<file path="config.mk">
export PLATFORM = sky130hd
export DESIGN_NAME = perf_mon
export DESIGN_NICKNAME = d
export VERILOG_FILES = /design/src/rtl/perf_mon.sv
export SDC_FILE = /design/constraint.sdc
export NUM_CORES = 1
export LEC_CHECK = 0
export ABC_AREA = 1
export CAP_MARGIN = 20
export CORE_UTILIZATION = 60
export DETAILED_ROUTE_END_ITERATION = 7
export GPL_TIMING_DRIVEN = 0
export HOLD_SLACK_MARGIN = 0.1
export PLACE_DENSITY = 0.83
export SETUP_SLACK_MARGIN = 0.02
export SLEW_MARGIN = 40
export SYNTH_ARGS = -nofsm -noshare
export SYNTH_HDL_FRONTEND = slang
export SYNTH_SLANG_ARGS = --single-unit
</file>
<file path="constraint.sdc">
create_clock -name i_clk -period 1.9 [get_ports i_clk]
set_input_delay 0.285 -clock i_clk [delete_from_list [all_inputs] [get_ports i_clk]]
set_output_delay 0.285 -clock i_clk [all_outputs]
set_load 0.02 [all_outputs]
</file>
<file path="src/rtl/perf_mon.sv">
// -----------------------------------------------------------------------------
// perf_mon -- performance monitor with one free-running cycle counter and
// NUM_EVT event counters, gated by an IDLE/RUN/FROZEN control FSM.
//
// Ports
//   i_clk       clock, all state updates on the rising edge
//   i_rstn      asynchronous active-low reset
//   i_start     begin / resume counting (IDLE or FROZEN -> RUN)
//   i_stop      end counting (RUN -> FROZEN)
//   i_clr       synchronous clear of counters, overflow flags and state
//   i_evt       per-channel event strobes, sampled every cycle
//   i_rd_req    readout request
//   i_rd_idx    readout index: 0 = cycle counter, k = event channel k-1
//   o_rd_vld    readout valid, one cycle after i_rd_req
//   o_rd_data   readout value (holds while o_rd_vld is low)
//   o_ovf       sticky overflow flags, bit 0 = cycle counter, bit k = channel k-1
//   o_state     00 IDLE, 01 RUN, 10 FROZEN
//   o_done      high while FROZEN
// -----------------------------------------------------------------------------
module perf_mon #(
    parameter int NUM_EVT = 4,
    parameter int CNT_W   = 32,
    parameter int SAT     = 0,
    localparam int IDX_W  = $clog2(NUM_EVT + 1)
) (
    input  logic               i_clk,
    input  logic               i_rstn,
    input  logic               i_start,
    input  logic               i_stop,
    input  logic               i_clr,
    input  logic [NUM_EVT-1:0] i_evt,
    input  logic               i_rd_req,
    input  logic [IDX_W-1:0]   i_rd_idx,
    output logic               o_rd_vld,
    output logic [CNT_W-1:0]   o_rd_data,
    output logic [NUM_EVT:0]   o_ovf,
    output logic [1:0]         o_state,
    output logic               o_done
);

    typedef enum logic [1:0] {
        ST_IDLE   = 2'b00,
        ST_RUN    = 2'b01,
        ST_FROZEN = 2'b10
    } state_t;

    state_t r_state;
    state_t w_state_next;

    logic               w_run;
    logic [NUM_EVT:0]   w_inc;
    logic [CNT_W-1:0]   w_cnt [NUM_EVT+1];
    logic [CNT_W-1:0]   w_rd_val;
    logic               r_rd_vld;
    logic [CNT_W-1:0]   r_rd_data;

    // ------------------------------------------------------------------
    // Control FSM
    // ------------------------------------------------------------------
    always_ff @(posedge i_clk or negedge i_rstn) begin
        if (!i_rstn) begin
            r_state <= ST_IDLE;
        end else begin
            r_state <= w_state_next;
        end
    end

    always_comb begin
        w_state_next = r_state;
        case (r_state)
            ST_IDLE: begin
                // start+stop together from IDLE jumps straight to FROZEN
                if (i_start && i_stop) begin
                    w_state_next = ST_FROZEN;
                end else if (i_start) begin
                    w_state_next = ST_RUN;
                end
            end
            ST_RUN: begin
                if (i_stop) begin
                    w_state_next = ST_FROZEN;
                end
            end
            ST_FROZEN: begin
                if (i_start && !i_stop) begin
                    w_state_next = ST_RUN;
                end
            end
            default: w_state_next = ST_IDLE;
        endcase
        if (i_clr) begin
            w_state_next = ST_IDLE;
        end
    end

    // Counting happens only while already in RUN, so the i_start cycle is
    // never counted but the i_stop cycle is. Clear overrides everything.
    assign w_run = (r_state == ST_RUN) && !i_clr;

    // ------------------------------------------------------------------
    // Counters: index 0 is the cycle counter, index k follows i_evt[k-1]
    // ------------------------------------------------------------------
    genvar gi;
    generate
        for (gi = 0; gi <= NUM_EVT; gi++) begin : g_cnt
            logic [CNT_W-1:0] r_cnt;
            logic             r_ovf;

            if (gi == 0) begin : g_cyc
                assign w_inc[gi] = w_run;
            end else begin : g_evt
                assign w_inc[gi] = w_run & i_evt[gi-1];
            end

            always_ff @(posedge i_clk or negedge i_rstn) begin
                if (!i_rstn) begin
                    r_cnt <= '0;
                    r_ovf <= 1'b0;
                end else if (i_clr) begin
                    r_cnt <= '0;
                    r_ovf <= 1'b0;
                end else if (w_inc[gi]) begin
                    if (&r_cnt) begin
                        // increment from all-ones: flag it, then wrap or hold
                        r_ovf <= 1'b1;
                        r_cnt <= (SAT != 0) ? r_cnt : '0;
                    end else begin
                        r_cnt <= r_cnt + CNT_W'(1);
                    end
                end
            end

            assign w_cnt[gi] = r_cnt;
            assign o_ovf[gi] = r_ovf;
        end
    endgenerate

    // ------------------------------------------------------------------
    // Readout: registered, samples pre-increment values; indices beyond
    // NUM_EVT read as zero.
    // ------------------------------------------------------------------
    always_comb begin
        w_rd_val = '0;
        for (int k = 0; k <= NUM_EVT; k++) begin
            if (i_rd_idx == IDX_W'(k)) begin
                w_rd_val = w_cnt[k];
            end
        end
    end

    always_ff @(posedge i_clk or negedge i_rstn) begin
        if (!i_rstn) begin
            r_rd_vld  <= 1'b0;
            r_rd_data <= '0;
        end else begin
            r_rd_vld <= i_rd_req;
            if (i_rd_req) begin
                r_rd_data <= w_rd_val;
            end
        end
    end

    assign o_rd_vld  = r_rd_vld;
    assign o_rd_data = r_rd_data;
    assign o_state   = r_state;
    assign o_done    = (r_state == ST_FROZEN);

endmodule

</file>
==> flow_metrics.py <==
metrics = {
    "clocking": {
        "cts_tree": "done",
        "htreeDepth": 4,
        "clk-insertion-delay-late_ps": 450,
        "cts.clk_slew.worst_paths_ps": 70,
        "clock-root-buffer": "clkbuf_16",
        "clock-sinks": 200,
        "cts_buffers": 17,
        "ctsLongestPathBuffers": 2,
    },
    "critical_path": {
        "reg2reg_depth": 9,
        "reg2reg_to": "g_cnt[2].r_cnt[27]",
        "critPathLaunchType": "primary input",
        "cp-startpoint": "i_rd_idx[1]",
        "slowest_stage": "clkdlybuf4s50_1",
        "reg2reg_slack_ps": 40,
        "critPathKind": "primary input to flip-flop",
        "cp_max_fo": 10,
        "crit_end": "o_rd_data[1]",
        "cp-end-kind": "flip-flop",
        "crit_required_ps": 2210,
        "crit_chain": "clkdlybuf4s50_1 > nor2_1 > nand2_1 > clkbuf_2 > o22ai_1 > a21oi_1 > a31oi_1",
        "critPathMaxStageDelay_ps": 660,
        "arrival_ps": 2180,
        "regToRegStartpoint": "g_cnt[2].r_cnt[22]",
    },
    "routing": {
        "drt_iter0_drc": 1698,
        "dr.pass1.iters": 6,
        "viasPerCell": 5.965,
        "drc_errors": 0,
        "ant_nets": 0,
        "num_vias": 13391,
        "routedWlPerCell_um": 19.38,
        "wl_mm": 43.51,
    },
    "pwr": {
        "comb_power_share_pct": 10.5,
        "power_density_nw_per_um2": 613.0,
        "ir_drop_mv": 0.5992,
        "p_leak_nw": 6.042,
        "swShare_pct": 27.17,
        "p_clk_share_pct": 40.8,
        "pwr-share-seq_pct": 48.8,
        "p_int_mw": 6.554,
        "netSwitchingPower_mw": 2.444,
        "p_total_mw": 8.998,
    },
    "worst_hold_path": {
        "min_path_type": "primary input to flip-flop",
        "hp-start": "i_clr",
    },
    "die": {
        "fp-row-count": 52,
        "coreArea_um2": 20430,
        "die_h_um": 146.9,
        "ios": 54,
        "start_util_pct": 61.66,
        "die_w_um": 146.9,
        "dieArea_um2": 21580,
    },
    "timing": {
        "fin_crit_ps": 1874,
        "finalHoldViolCount": 0,
        "fin_crit_sh_pct": 98.61,
        "rsz0062_at_grt": "yes",
        "drv_slew": 0,
        "finClkSkew_ps": 10.18,
        "maxSlewHeadroom_pct": 58.23,
        "setup_ws_ps": 26.40,
        "whs_ps": 184.9,
        "tightest_slew_ps": 626.5,
        "setup_viol": 0,
        "fmax_mhz": 533.7,
    },
    "run_status": {
        "status": "complete, no violations",
    },
    "yosys": {
        "yosys.area.top_type": "dfrtp_1",
        "syn_nets": 1871,
        "syn-cell-area_um2": 12600,
        "syn_area_per_cell_um2": 6.798,
        "synth_area_leaders": "dfrtp_1 40%, nand2_1 16%, nor2_1 9.2%",
        "syn_inst": 1853,
        "synth.distinct_cells": 44,
        "synth_seq_cells": 200,
        "ys.warnings.count": 0,
        "synth_top_cell_area_share_pct": 39.73,
        "synth_seq_area_share_pct": 39.73,
    },
    "grt": {
        "gr-usage-all-layers_pct": 40.73,
        "grt_pass1_wl_mm": 67.12,
        "antenna_found_initial": 0,
        "grt_max_degree": 55,
        "grt_pass1_vias": 12318,
        "overflow": 0,
    },
    "cells_and_area": {
        "drive_gt1_share_pct": 11.19,
        "final_nets": 1980,
        "final_common_cell": "nand2_1",
        "n_fill_cell": 1744,
        "area_delta_synth_final_pct": 16.52,
        "antenna_cells": 0,
        "layout.cells.most_common_list": "538 x nand2_1, 300 x nor2_1, 186 x inv_1, 174 x dfrtp_1, 126 x nand3_1",
    },
    "placement": {
        "place_ws_ps": -535.7,
        "hpwl_mm": 33.32,
        "place.gp.congestion": 1.034,
        "portBuffers": 52,
    },
    "job": {
        "maxCapViolCount": 0,
    },
}
==> Yosys cell counts, drive strengths merged <==
master / instances
clkbuf: 19
nor4: 1
nand3b: 5
and3: 2
a41oi: 1
o2111ai: 16
o32ai: 2
o21ai: 99
a211oi: 1
o21bai: 1
o22ai: 15
nor3b: 3
nand3: 129
ha: 5
and2: 1
nand2: 559
nand4: 59
clkinv: 4
dfrtp: 200
xnor2: 9
xor2: 53
o31ai: 1
inv: 198
nor2: 328
nor3: 70
buf: 32
a31oi: 5
a21oi: 28
o211ai: 7
==> per-stage QoR <==
stage	area, um^2	util (%)	setup TNS, ps	std cells
6_report	14680	71.85	0	2245
5_1_grt	14680	71.85	-243.9	2245
4_1_cts	14290	69.92	0	2223
3_5_place_dp	13540	66.29	-21790	2178
3_3_place_gp	13460	65.86	-1574030	2175
2_1_floorplan	12600	-	0	1853
==> sequential cells by signal, summed over array words and instances (netlist names) <==
| name | cells |
|---|---|
| g_cnt.r_ovf | 5 |
| g_cnt.r_cnt | 160 |
| o_rd_data | 32 |
| o_state | 2 |
| o_rd_vld | 1 |
==> layout make-up <==
| type | count | area, um^2 | share of cell area (%) |
|---|---|---|---|
| timing repair buffer | 91 | 895.9 | 6.103 |
| clock inverter | 11 | 113.9 | 0.7757 |
| buffer | 50 | 307.8 | 2.097 |
| tap | 270 | 337.8 | 2.302 |
| multi-input combinational | 1400 | 6756 | 46.03 |
| inverter | 202 | 768.2 | 5.234 |
| sequential | 200 | 5037 | 34.32 |
| clock buffer | 21 | 460.4 | 3.137 |
==> power groups by stage <==
stage,logic [mW],clock network [mW],registers (mW)
6_report,0.944,3.67,4.39
5_1_grt,1.01,3.81,4.39
4_1_cts,0.873,3.67,4.38
3_5_place_dp,0.800,0,4.48
3_3_place_gp,0.763,0,4.48
2_1_floorplan,0.392,0,4.49
==> cell families (layout without fill, tap and decap cells) <==
family / Yosys count / after routing / synth area share, %
xor gates and xnor gates: 62 / 62 / 4.311
AOI/OAI and AO/OA: 176 / 176 / 8.105
DFF: 200 / 200 / 39.73
and+or+nand+nor: 1157 / 1157 / 38.96
buffers and inverters: 253 / 375 / 8.403
adders and majority gates: 5 / 5 / 0.4966
==> timing repair <==
action                     4_1_cts  5_1_grt
hold endpoints to repair        49        0
buffers inserted                13       20
setup endpoints to repair      125      156
hold buffers                     1        0
gates resized for setup         23       78
pin swaps                        5       12
gates cloned                     0        2
==> per-layer routing <==
metal | vias up | share of wire [%] | global-route usage (%)
met5 | - | 0 | 0
met2 | 822 | 44 | 62.06
met1 | 6210 | 40 | 56.51
met3 | 157 | 11 | 7.422
li1 | 6202 | - | -
met4 | 0 | 5.1 | 18.97
==> worst min path at each step <==
stage,cells past startpoint,endpoint
final,2,g_cnt[4].r_ovf
after global routing,2,g_cnt[4].r_ovf
after CTS,2,g_cnt[4].r_ovf
after detailed placement,1,g_cnt[4].r_cnt[21]
after global placement,2,o_rd_data[22]
after floorplan,0,g_cnt[0].r_cnt[0]
==> worst max-delay path: cells and delay by family <==
family / cells / cell delay (ps)
and+or+nand+nor: 2 / 330
buffers and inverters: 2 / 960
AOI/OAI and AO/OA: 3 / 600
Note: power is estimated with default switching activity, not from simulation.
